===== config.mk =====
export PLATFORM = sky130hd
export DESIGN_NAME = mem_refill_arbiter
export DESIGN_NICKNAME = d
export VERILOG_FILES = /design/src/rtl/mem_refill_arbiter.sv
export SDC_FILE = /design/constraint.sdc
export NUM_CORES = 1
export LEC_CHECK = 0
export ABC_AREA = 1
export CORE_MARGIN = 5
export CORE_UTILIZATION = 29
export CTS_CLUSTER_SIZE = 10
export DETAILED_ROUTE_END_ITERATION = 16
export MAX_ROUTING_LAYER = met4
export PLACE_DENSITY = 0.87
export RECOVER_POWER = 25
export SLEW_MARGIN = 20
export SYNTH_ARGS = -nofsm -noshare
export SYNTH_HDL_FRONTEND = slang
export SYNTH_SLANG_ARGS = --single-unit

===== constraint.sdc =====
create_clock -name clk -period 1.7 [get_ports clk]
set_clock_uncertainty 0.15 [all_clocks]
set_input_delay 0.17 -clock clk [delete_from_list [all_inputs] [get_ports clk]]
set_output_delay 0.17 -clock clk [all_outputs]
set_load 0.05 [all_outputs]

===== src/rtl/mem_refill_arbiter.sv =====
// mem_refill_arbiter: shares one external memory port between I-cache
// refills and D-cache refills/writebacks, one command + fixed burst each.
// Ports:
//   clk, rst          clock, synchronous active-high reset
//   ic_*              I-cache request/addr in; gnt/rvalid/done out
//   dc_*              D-cache request/we/addr/wdata in; gnt/rvalid/done/wnext out
//   rdata, beat_idx   shared read data and beat index
//   mem_cmd_*         command channel (valid/ready, addr, we)
//   mem_w*            write beat channel; mem_r* read beat channel
//   owner, ic_waiting status for hazard statistics
module mem_refill_arbiter #(
    parameter int ADDR_W     = 32,
    parameter int DATA_W     = 32,
    parameter int LINE_WORDS = 4,
    parameter int STARVE_MAX = 2
) (
    input  logic                          clk,
    input  logic                          rst,
    input  logic                          ic_req,
    input  logic [ADDR_W-1:0]             ic_addr,
    output logic                          ic_gnt,
    output logic                          ic_rvalid,
    output logic                          ic_done,
    input  logic                          dc_req,
    input  logic                          dc_we,
    input  logic [ADDR_W-1:0]             dc_addr,
    input  logic [DATA_W-1:0]             dc_wdata,
    output logic                          dc_wnext,
    output logic                          dc_gnt,
    output logic                          dc_rvalid,
    output logic                          dc_done,
    output logic [DATA_W-1:0]             rdata,
    output logic [$clog2(LINE_WORDS)-1:0] beat_idx,
    output logic                          mem_cmd_valid,
    input  logic                          mem_cmd_ready,
    output logic [ADDR_W-1:0]             mem_cmd_addr,
    output logic                          mem_cmd_we,
    output logic                          mem_wvalid,
    input  logic                          mem_wready,
    output logic [DATA_W-1:0]             mem_wdata,
    input  logic                          mem_rvalid,
    input  logic [DATA_W-1:0]             mem_rdata,
    output logic [1:0]                    owner,
    output logic                          ic_waiting
);

    localparam int BW = $clog2(LINE_WORDS);
    localparam int SW = $clog2(STARVE_MAX + 1);

    localparam logic [BW-1:0] LAST_BEAT = BW'(LINE_WORDS - 1);
    localparam logic [SW-1:0] STARVE_LIM = SW'(STARVE_MAX);

    localparam logic [2:0] S_IDLE  = 3'd0;
    localparam logic [2:0] S_CMD   = 3'd1;
    localparam logic [2:0] S_RDATA = 3'd2;
    localparam logic [2:0] S_WDATA = 3'd3;
    localparam logic [2:0] S_DONE  = 3'd4;

    localparam logic [1:0] OWN_NONE = 2'b00;
    localparam logic [1:0] OWN_I    = 2'b01;
    localparam logic [1:0] OWN_D    = 2'b10;

    logic [2:0]        state_q, state_d;
    logic [1:0]        owner_q, owner_d;
    logic [ADDR_W-1:0] addr_q, addr_d;
    logic              we_q, we_d;
    logic [BW-1:0]     cnt_q, cnt_d;
    logic [SW-1:0]     starve_q, starve_d;
    logic              first_q, first_d;

    logic sel_i, sel_d;
    logic in_cmd, in_rdata, in_wdata, in_done, rd_beat;

    // I wins when alone, or when it has lost STARVE_MAX times in a row.
    assign sel_i = ic_req && (!dc_req || starve_q == STARVE_LIM);
    assign sel_d = !sel_i && dc_req;

    always_comb begin
        state_d  = state_q;
        owner_d  = owner_q;
        addr_d   = addr_q;
        we_d     = we_q;
        cnt_d    = cnt_q;
        starve_d = starve_q;
        first_d  = 1'b0;
        case (state_q)
            S_IDLE: begin
                if (sel_i) begin
                    owner_d = OWN_I;
                    addr_d  = ic_addr;
                    we_d    = 1'b0;
                    state_d = S_CMD;
                    first_d = 1'b1;
                end else if (sel_d) begin
                    owner_d = OWN_D;
                    addr_d  = dc_addr;
                    we_d    = dc_we;
                    state_d = S_CMD;
                    first_d = 1'b1;
                end
                // sel_d with ic_req high means I lost an arbitration
                if (sel_i || !ic_req) begin
                    starve_d = '0;
                end else if (sel_d && starve_q != STARVE_LIM) begin
                    starve_d = starve_q + 1'b1;
                end
            end
            S_CMD: begin
                if (mem_cmd_ready) begin
                    cnt_d   = '0;
                    state_d = we_q ? S_WDATA : S_RDATA;
                end
            end
            S_RDATA: begin
                if (mem_rvalid) begin
                    cnt_d = cnt_q + 1'b1;
                    if (cnt_q == LAST_BEAT) state_d = S_DONE;
                end
            end
            S_WDATA: begin
                if (mem_wready) begin
                    cnt_d = cnt_q + 1'b1;
                    if (cnt_q == LAST_BEAT) state_d = S_DONE;
                end
            end
            S_DONE: begin
                owner_d = OWN_NONE;
                state_d = S_IDLE;
            end
            default: begin
                owner_d = OWN_NONE;
                state_d = S_IDLE;
            end
        endcase
    end

    always_ff @(posedge clk) begin
        if (rst) begin
            state_q  <= S_IDLE;
            owner_q  <= OWN_NONE;
            addr_q   <= '0;
            we_q     <= 1'b0;
            cnt_q    <= '0;
            starve_q <= '0;
            first_q  <= 1'b0;
        end else begin
            state_q  <= state_d;
            owner_q  <= owner_d;
            addr_q   <= addr_d;
            we_q     <= we_d;
            cnt_q    <= cnt_d;
            starve_q <= starve_d;
            first_q  <= first_d;
        end
    end

    assign in_cmd   = state_q == S_CMD;
    assign in_rdata = state_q == S_RDATA;
    assign in_wdata = state_q == S_WDATA;
    assign in_done  = state_q == S_DONE;
    assign rd_beat  = in_rdata && mem_rvalid;

    // first_q is set only on the IDLE->CMD transition
    assign ic_gnt = first_q && owner_q == OWN_I;
    assign dc_gnt = first_q && owner_q == OWN_D;

    assign mem_cmd_valid = in_cmd;
    assign mem_cmd_addr  = in_cmd ? addr_q : '0;
    assign mem_cmd_we    = in_cmd && we_q;

    assign ic_rvalid = rd_beat && owner_q == OWN_I;
    assign dc_rvalid = rd_beat && owner_q == OWN_D;
    assign rdata     = rd_beat ? mem_rdata : '0;
    assign beat_idx  = (in_rdata || in_wdata) ? cnt_q : '0;

    assign mem_wvalid = in_wdata;
    assign mem_wdata  = in_wdata ? dc_wdata : '0;
    assign dc_wnext   = in_wdata && mem_wready;

    assign ic_done = in_done && owner_q == OWN_I;
    assign dc_done = in_done && owner_q == OWN_D;

    assign owner      = owner_q;
    assign ic_waiting = ic_req && owner_q != OWN_I && !ic_done;

endmodule

# Yosys cells after proc, flatten, opt, wreduce, memory -nomap -nowiden
# Index checks and enable logic that the tools add are counted.
# word_totals
inputBits,136
ram_bits,0
register_bits,43
latch_bits,0
output_inout_bits,111
mem_count,0
elab_cells,84
rom_bits,0
# classes
bitwise,2
magnitude_cmp,0
n_mul,0
shift,0
mux,27
n_reduce_logical,32
div,0
n_addsub,2
eq_ne,14
# ops
op,n
two-way mux 32 bit,5
two-way mux 3 bit,6
two-way mux 2 bit,8
logical AND 1 bit,14
one-hot mux 3 bit (4 select lines),1
"inequality test 2 bit, second input constant",4
AND reduction 4 bit,2
"== test 2 bit, second input constant",3
"== test 3 x 2 -> 1 bit, second input constant",2
one-hot mux 2 bit (3 select lines),1
AND reduction 2 bit,3
two-way mux 1 bit,5
"adder 2 x 1 -> 2 bit, second input constant",2
zero test 1 bit,4
one-hot mux 2 bit (2 select lines),1
nonzero test 2 bit,2
"== test 3 x 1 -> 1 bit, second input constant",1
"== test 3 bit, second input constant",1
zero test 3 bit,1
logical OR 1 bit,3
"inequality test 3 bit, second input constant",1
nonzero test 3 bit,1
OR reduction 3 bit,1
"== test 2 x 1 -> 1 bit, second input constant",1
other kinds (3),4

# Logic depth before layout (Yosys ltp)
# Gate-level depths: netlist of the first run.
# depth
word_depth,8
depth_mapped,10
ltp_nobuf,10

# Least setup slack after synthesis of the first run
# No wires, ideal clock.
# synth_timing
path_kind,reg-to-output
startpoint,reg state_q[0]
endpoint,out mem_wdata[11]
t_required_ns,1.380
arrival_ns,2.356
setup_slack_ns,-0.976
stages_incl_launch_ff,6
path_buffers,1
cell_sequence,dfxtp_1 > nand2_1 > nor2_1 > inv_1 > buf_1 > nor2_1
# synth_via
elab_chain_len,2
# synth_lines
item,line_no,source
from (decl),63,"logic [2:0] state_q, state_d;"
from (signal assigned),147,state_q <= state_d;
== test 3 x 2 -> 1 bit,159,assign in_wdata = state_q == S_WDATA;
net mem_wvalid,38,"output logic mem_wvalid,"
two-way mux 32 bit,177,assign mem_wdata = in_wdata ? dc_wdata : '0;
to (decl),40,"output logic [DATA_W-1:0] mem_wdata,"
# The timed path passes the listed nets, and every way through them passes these cells.

# Worst setup path in the final report of the first run
# layout_timing
startpoint,reg state_q[2]
endpoint,out mem_wdata[29]
# layout_via
elab_chain_len,2
# layout_lines
item,line_no
== test 3 x 2 -> 1 bit,159
two-way mux 32 bit,177
# Every way passes these cells.

==> qor.txt, run 1 <==
CP peak stage delay = 0.38 ns
DRC = 0
Antenna Nets Post-Route = 0
non-filler cells, final = 916
dpl cell area = 6730 sq um
CTS clk-pin slew, worst paths = 0.09 ns
Rel. slew slack = 56.1%
startpoint types = flop
initial core utilization = 29.8%
initial antenna violation count = 0
CP Capture Type = output pin
GP Congestion = 0.852
worst skew pair latency = 0.30 ns
die width = 107 microns
DP Cell Count = 868
initial drt markers = 303
share of cells above drive strength 1 = 41.2%
delay-heaviest family, CP = buffers and inverters
Netlist cell types = 25
hold depth = 3
Vias = 4660
#FFs+latches synth = 43
crit path cell chain = buf_6 -> nor2_4 -> clkinv_4 -> buf_4 -> nor2_4 -> buf_6
Die Height = 107 microns
H-tree depth = 2
main area contributors after synthesis = dfxtp_1 (31%), nor2_1 (19%), inv_1 (16%)
vias in the first global route = 4930
drt pass-1 iters = 5
Final Cell Area = 7950 sq um
Synthesized Nets = 630
Buf+Inv Stages, Crit Path = 4
failing checks = negative setup slack
upper clock frequency limit = 522 MHz
GRT Residual Overflow = 0
syn avg cell area = 5.59 sq um
final setup fails = 116
status = finished, violations left
Rows = 35
WP data required = 1.38 ns
clock sink count = 43
area leader, netlist = dfxtp_1
setup ws final = -0.214 ns
Max IR drop VDD = 0.000811 V
Root Buffer = clkbuf_8
PwrDens = 1060 nW/um^2
Crit Path Max Fanout = 6
Synth Cell Area = 2750 sq um
I/O Pins = 247
total power = 8.44 mW
Pleak = 3.24 nW
HPWL after DPL = 11300 microns
final hold violations = 0
Post-CTS Hold Fix Bufs = 0
GRT Total Usage = 31.0%
# diodes = 0
Worst Setup Slack post-DPL = -0.0412 ns
core footprint = 9240 sq um
wire length of the first global-routing pass = 27000 microns
TritonCTS Buffers = 5
critical path depth = 6
unrepaired setup endpoints after global routing = yes
post-synthesis sequential area ratio = 31.3%
area grow syn2layout = 189%
drt total wl = 19400 microns
Finished Core Util = 86.0%
WS Path Type = reg2out
largest net degree at the start of global routing = 41
share of the synthesized area in the top cell type = 31.3%
Final #Nets = 924
Max Buffers Root-to-Sink = 2
# port buffers = 246
Syn Inst Count = 492
Ys Warns = 0
Hold Path Class = in2reg
WL/cell = 21.2 microns
Worst path slowest cell = dfxtp_4
Slew @ Worst Pin = 0.662 ns
DR vias/cell = 5.09
MaxCap Viol Count = 0
CTS tree = built
max-slew violations = 0
worst path arrival time = 1.59 ns
Tcrit/Tclk final = 113%
Reg2Reg Depth = 11
die area = 11500 sq um
minimum clock period = 1.91 ns
[per-stage QoR]
stage | hold WS [ns] | setup TNS (ns)
after global routing | 0.295 | -21.94
after detailed placement | 0.305 | -0.275
after CTS | 0.282 | -8.47
final | 0.281 | -13.26
after global placement | 0.300 | 0
after floorplan | 0.163 | -3.75
[synth_stat cells, drive strengths merged]
master	number
nor3	1
a31oi	25
buf	10
nand3	6
nor2	142
a21oi	16
nand2	108
o21ai	7
nand3b	1
a211oi	1
dfxtp	43
clkbuf	11
ha	2
or2	1
inv	118
[sequential cells by signal, summed over array words and instances, names as in the netlist]
signal and count:
starve_q 2, owner 2, addr_q 32, first_q 1, state_q 3, we_q 1
cnt_q 2
[power breakdown]
part           total, mW  internal [mW]  switching, mW  leakage, nW
registers           1.53           1.31          0.228        0.357
logic               6.24           2.64           3.60         2.84
clock network      0.666          0.288          0.378       0.0412
[final timing paths]
kind          startpoint             to  slack (ns)
max           state_q[2]  mem_wdata[29]       -0.21
min          dc_addr[22]     addr_q[22]        0.28
max reg2reg   state_q[1]     state_q[1]       -0.21
min reg2reg   addr_q[25]     addr_q[25]        0.33
[cell families after synthesis]
| group | share of synthesized area, % |
|---|---|
| fa+ha+maj | 0.910 |
| buf+inv | 19.9 |
| compound gates | 10.1 |
| simple gates | 37.8 |
| flops | 31.3 |
[worst min-delay path, delay by kind of cell]
family                 cells  cell delay (ns)
buffers and inverters      1             0.39
AND/OR/NAND/NOR            1             0.06
AO/OA/AOI/OAI              1             0.06
[area by class of cell]
class / count / area, sq um
repair inverters: 1 / 8.76
flip-flops and latches: 43 / 875
well taps: 129 / 161
clock inverters: 2 / 12.5
inverters: 118 / 467
repair buffers: 307 / 4090
fillers: 384 / 1290
clock buffers: 6 / 72.6
multi-input cells: 310 / 2260
[timing repair]
action | in CTS | in global routing
pin swaps | 8 | 24
setup buffers | 18 | 17
endpoints found under the setup margin | 108 | 144
cloned | 7 | 2
resized for setup | 138 | 60
[routing by layer]
metal,vias to the layer above,track usage (%),share of wire [%]
met5,-,-,0
li1,2025,-,-
met4,0,12.5,5.4
met3,87,6.60,8.7
met2,373,57.7,52
met1,2175,31.5,34
[cell usage in the layout (no fill, tap or decap), types with 15 or more instances in the layout]
| cell | instances |
|---|---|
| nor2_1 | 23 |
| nor2_4 | 111 |
| buf_12 | 86 |
| a21oi_1 | 15 |
| clkdlybuf4s50_1 | 135 |
| buf_4 | 26 |
| inv_1 | 112 |
| dfxtp_1 | 38 |
| buf_6 | 37 |
| nand2_1 | 99 |
| a31oi_1 | 25 |
No activity file was read; power rests on OpenSTA's default activity.
==> inputs of run 2 (changes only) <==
--- a/config.mk
+++ b/config.mk
@@ -6,6 +6,7 @@
 export NUM_CORES = 1
 export LEC_CHECK = 0
 export ABC_AREA = 1
+export CORE_ASPECT_RATIO = 1.25
 export CORE_MARGIN = 5
 export CORE_UTILIZATION = 29
 export CTS_CLUSTER_SIZE = 10
==> run 2 against run 1 <==
  * The run still ends with negative setup slack left
  * Count of clock-buffer cells in the layout unchanged
  * Flip-flop and latch count unchanged
  * Utilization increased by 3.5 points
  * Sequential power about the same
  * Critical path type is now reg2reg
  * Largest power group unchanged
==> qor.txt, run 2 (synthesis results as in run 1) <==
status = finished, violations left
failing checks = negative setup slack
Reg with most FFs = addr_q
share of cells above drive strength 1 = 45.4% (+4.3 points)
Max IR drop VDD = 0.000870 V (+7.4%)
die area = 11500 sq um (+0.11%)
wire length of the first global-routing pass = 27200 microns (+0.59%)
Hold Path Class = in2reg
PwrDens = 1100 nW/um^2 (+3.5%)
Vias = 4717 (+1.2%)
MaxCap Viol Count = 0 (unchanged)
Slew @ Worst Pin = 0.640 ns (-0.0217 ns)
clock sink count = 43 (unchanged)
worst path arrival time = 1.96 ns (+0.37 ns)
GRT Total Usage = 31.2% (+0.16 points)
unrepaired setup endpoints after global routing = yes
max-slew violations = 0 (unchanged)
Final #Nets = 914 (-1.1%)
initial antenna violation count = 3 (+3)
drt total wl = 22100 microns (+14%)
Rows = 39 (+11%)
Top Registers = addr_q (32), state_q (3)
Post-CTS Hold Fix Bufs = 0 (unchanged)
Pleak = 3.38 nW (+4.4%)
H-tree depth = 2 (unchanged)
Tcrit/Tclk final = 114% (+1.5 points)
startpoint types = flop
Die Height = 119 microns (+11%)
Largest register FFs = 32 (unchanged)
Max Buffers Root-to-Sink = 2 (unchanged)
most frequent cells in the layout = clkdlybuf4s50_1 (135), nor2_4 (110), inv_1 (110)
DR vias/cell = 5.22 (+2.7%)
met3 global-route usage = 10.0% (+3.4 points)
met2 Use GR = 55.9% (-1.8 points)
Antenna Nets Post-Route = 0 (unchanged)
GRT Residual Overflow = 0 (unchanged)
area grow syn2layout = 200%
Crit Path Max Fanout = 5 (-1)
Hold WS = 0.305 ns (+0.0238 ns)
M1 GR Usage = 30.8% (-0.75 points)
Root Buffer = clkbuf_16
worst skew pair latency = 0.29 ns (about the same)
# fillers = 346 (-9.9%)
WP data required = 1.72 ns (+0.34 ns)
GP Congestion = 0.920 (+8.0%)
initial core utilization = 29.8% (+0.057 points)
final hold violations = 0 (unchanged)
final setup fails = 146 (+26%)
drt pass-1 iters = 6 (+1)
CP Capture Type = flop
CTS clk-pin slew, worst paths = 0.06 ns (-0.03 ns)
vias in the first global route = 4648 (-5.7%)
initial drt markers = 487 (+61%)
CTS tree = built
most common cell after layout, fill and taps aside = clkdlybuf4s50_1
I/O Pins = 247 (unchanged)
TNS Setup = -14.12 ns (-0.858 ns)
HPWL after DPL = 12200 microns (+8.3%)
busiest grt layer = met2
DRC = 0 (unchanged)
core footprint = 9220 sq um (-0.19%)
die width = 97.1 microns (-9.6%)
WS Path Type = reg2reg
TritonCTS Buffers = 5 (unchanged)
# port buffers = 246 (unchanged)
minimum clock period = 1.94 ns (+0.0261 ns)
upper clock frequency limit = 515 MHz (-1.3%)
Finished Core Util = 89.5% (+3.5 points)
WL/cell = 24.5 microns (+15%)
setup ws final = -0.240 ns (-0.0261 ns)
Rel. slew slack = 57.5% (+1.4 points)
largest net degree at the start of global routing = 31 (-24%)
==> run 2: cell count changes in the layout (fill, tap and decap cells not counted), sizes merged <==
cell / change
clkinvlp: -2
bufbuf: +1
diode: +3
buf: -15
inv: +2
clkbuf: +5
clkinv: -1
==> run 2: worst max-delay path, cell delays in order, from the launching register on <==
cell and delay, ns:
dfxtp_4 0.38, buf_6 0.13, nand3_4 0.17, buf_4 0.20, nor2_1 0.27, nor2_4 0.11, nand2_1 0.16, nand2_1 0.11
nand2_1 0.10, nor2_1 0.05
==> run 2: area by class of cell <==
type / count / area, sq um / area share (%)
Timing Repair Buffer: 298 / 4080 / 49.4
Multi-Input combinational cell: 310 / 2530 / 30.7
Tap cell: 123 / 154 / 1.86
Inverter: 118 / 465 / 5.64
Clock inverter: 2 / 11.3 / 0.136
Clock buffer: 6 / 129 / 1.56
Sequential cell: 43 / 872 / 10.6
Antenna cell: 3 / 7.51 / 0.0910
==> run 2: timing repair <==
item,4_1_cts,5_1_grt
setup endpoints to repair,97,141
gates cloned,5,7
gates resized for setup,102,159
buffers inserted,12,12
pin swaps,7,46
==> run 2: path summary, 6_finish.rpt <==
kind | from | to | slack, ns | depth (start not counted)
max | state_q[0] | state_q[1] | -0.24 | 9
min | ic_addr[11] | addr_q[11] | 0.30 | 3
max reg2reg | state_q[0] | state_q[1] | -0.24 | 9
min reg2reg | addr_q[28] | addr_q[28] | 0.34 | 2
==> run 2: through the flow <==
stage          power [mW]  setup slack (ns)  std cells  cell area [sq um]
2_1_floorplan        4.11            -0.138        492               3350
3_3_place_gp         5.86            0.0150        859               6700
3_5_place_dp         6.02           -0.0589        859               6700
4_1_cts              7.59            -0.156        884               7410
5_1_grt              9.35            -0.247        903               8250
6_report             9.07            -0.240        903               8250
==> run 2: where the power goes <==
group	internal [mW]	total (mW)	leakage [nW]	switching (mW)
clock	0.544	0.959	0.0712	0.415
sequential	1.31	1.54	0.357	0.231
combinational	2.74	6.58	2.95	3.83
total	4.59	9.07	3.38	4.48
==> run 2: metal layers <==
layer	up-vias	wire (microns)
met5	-	0
met4	0	1440
met3	112	2070
met2	356	11200
met1	2243	7400
li1	2006	-
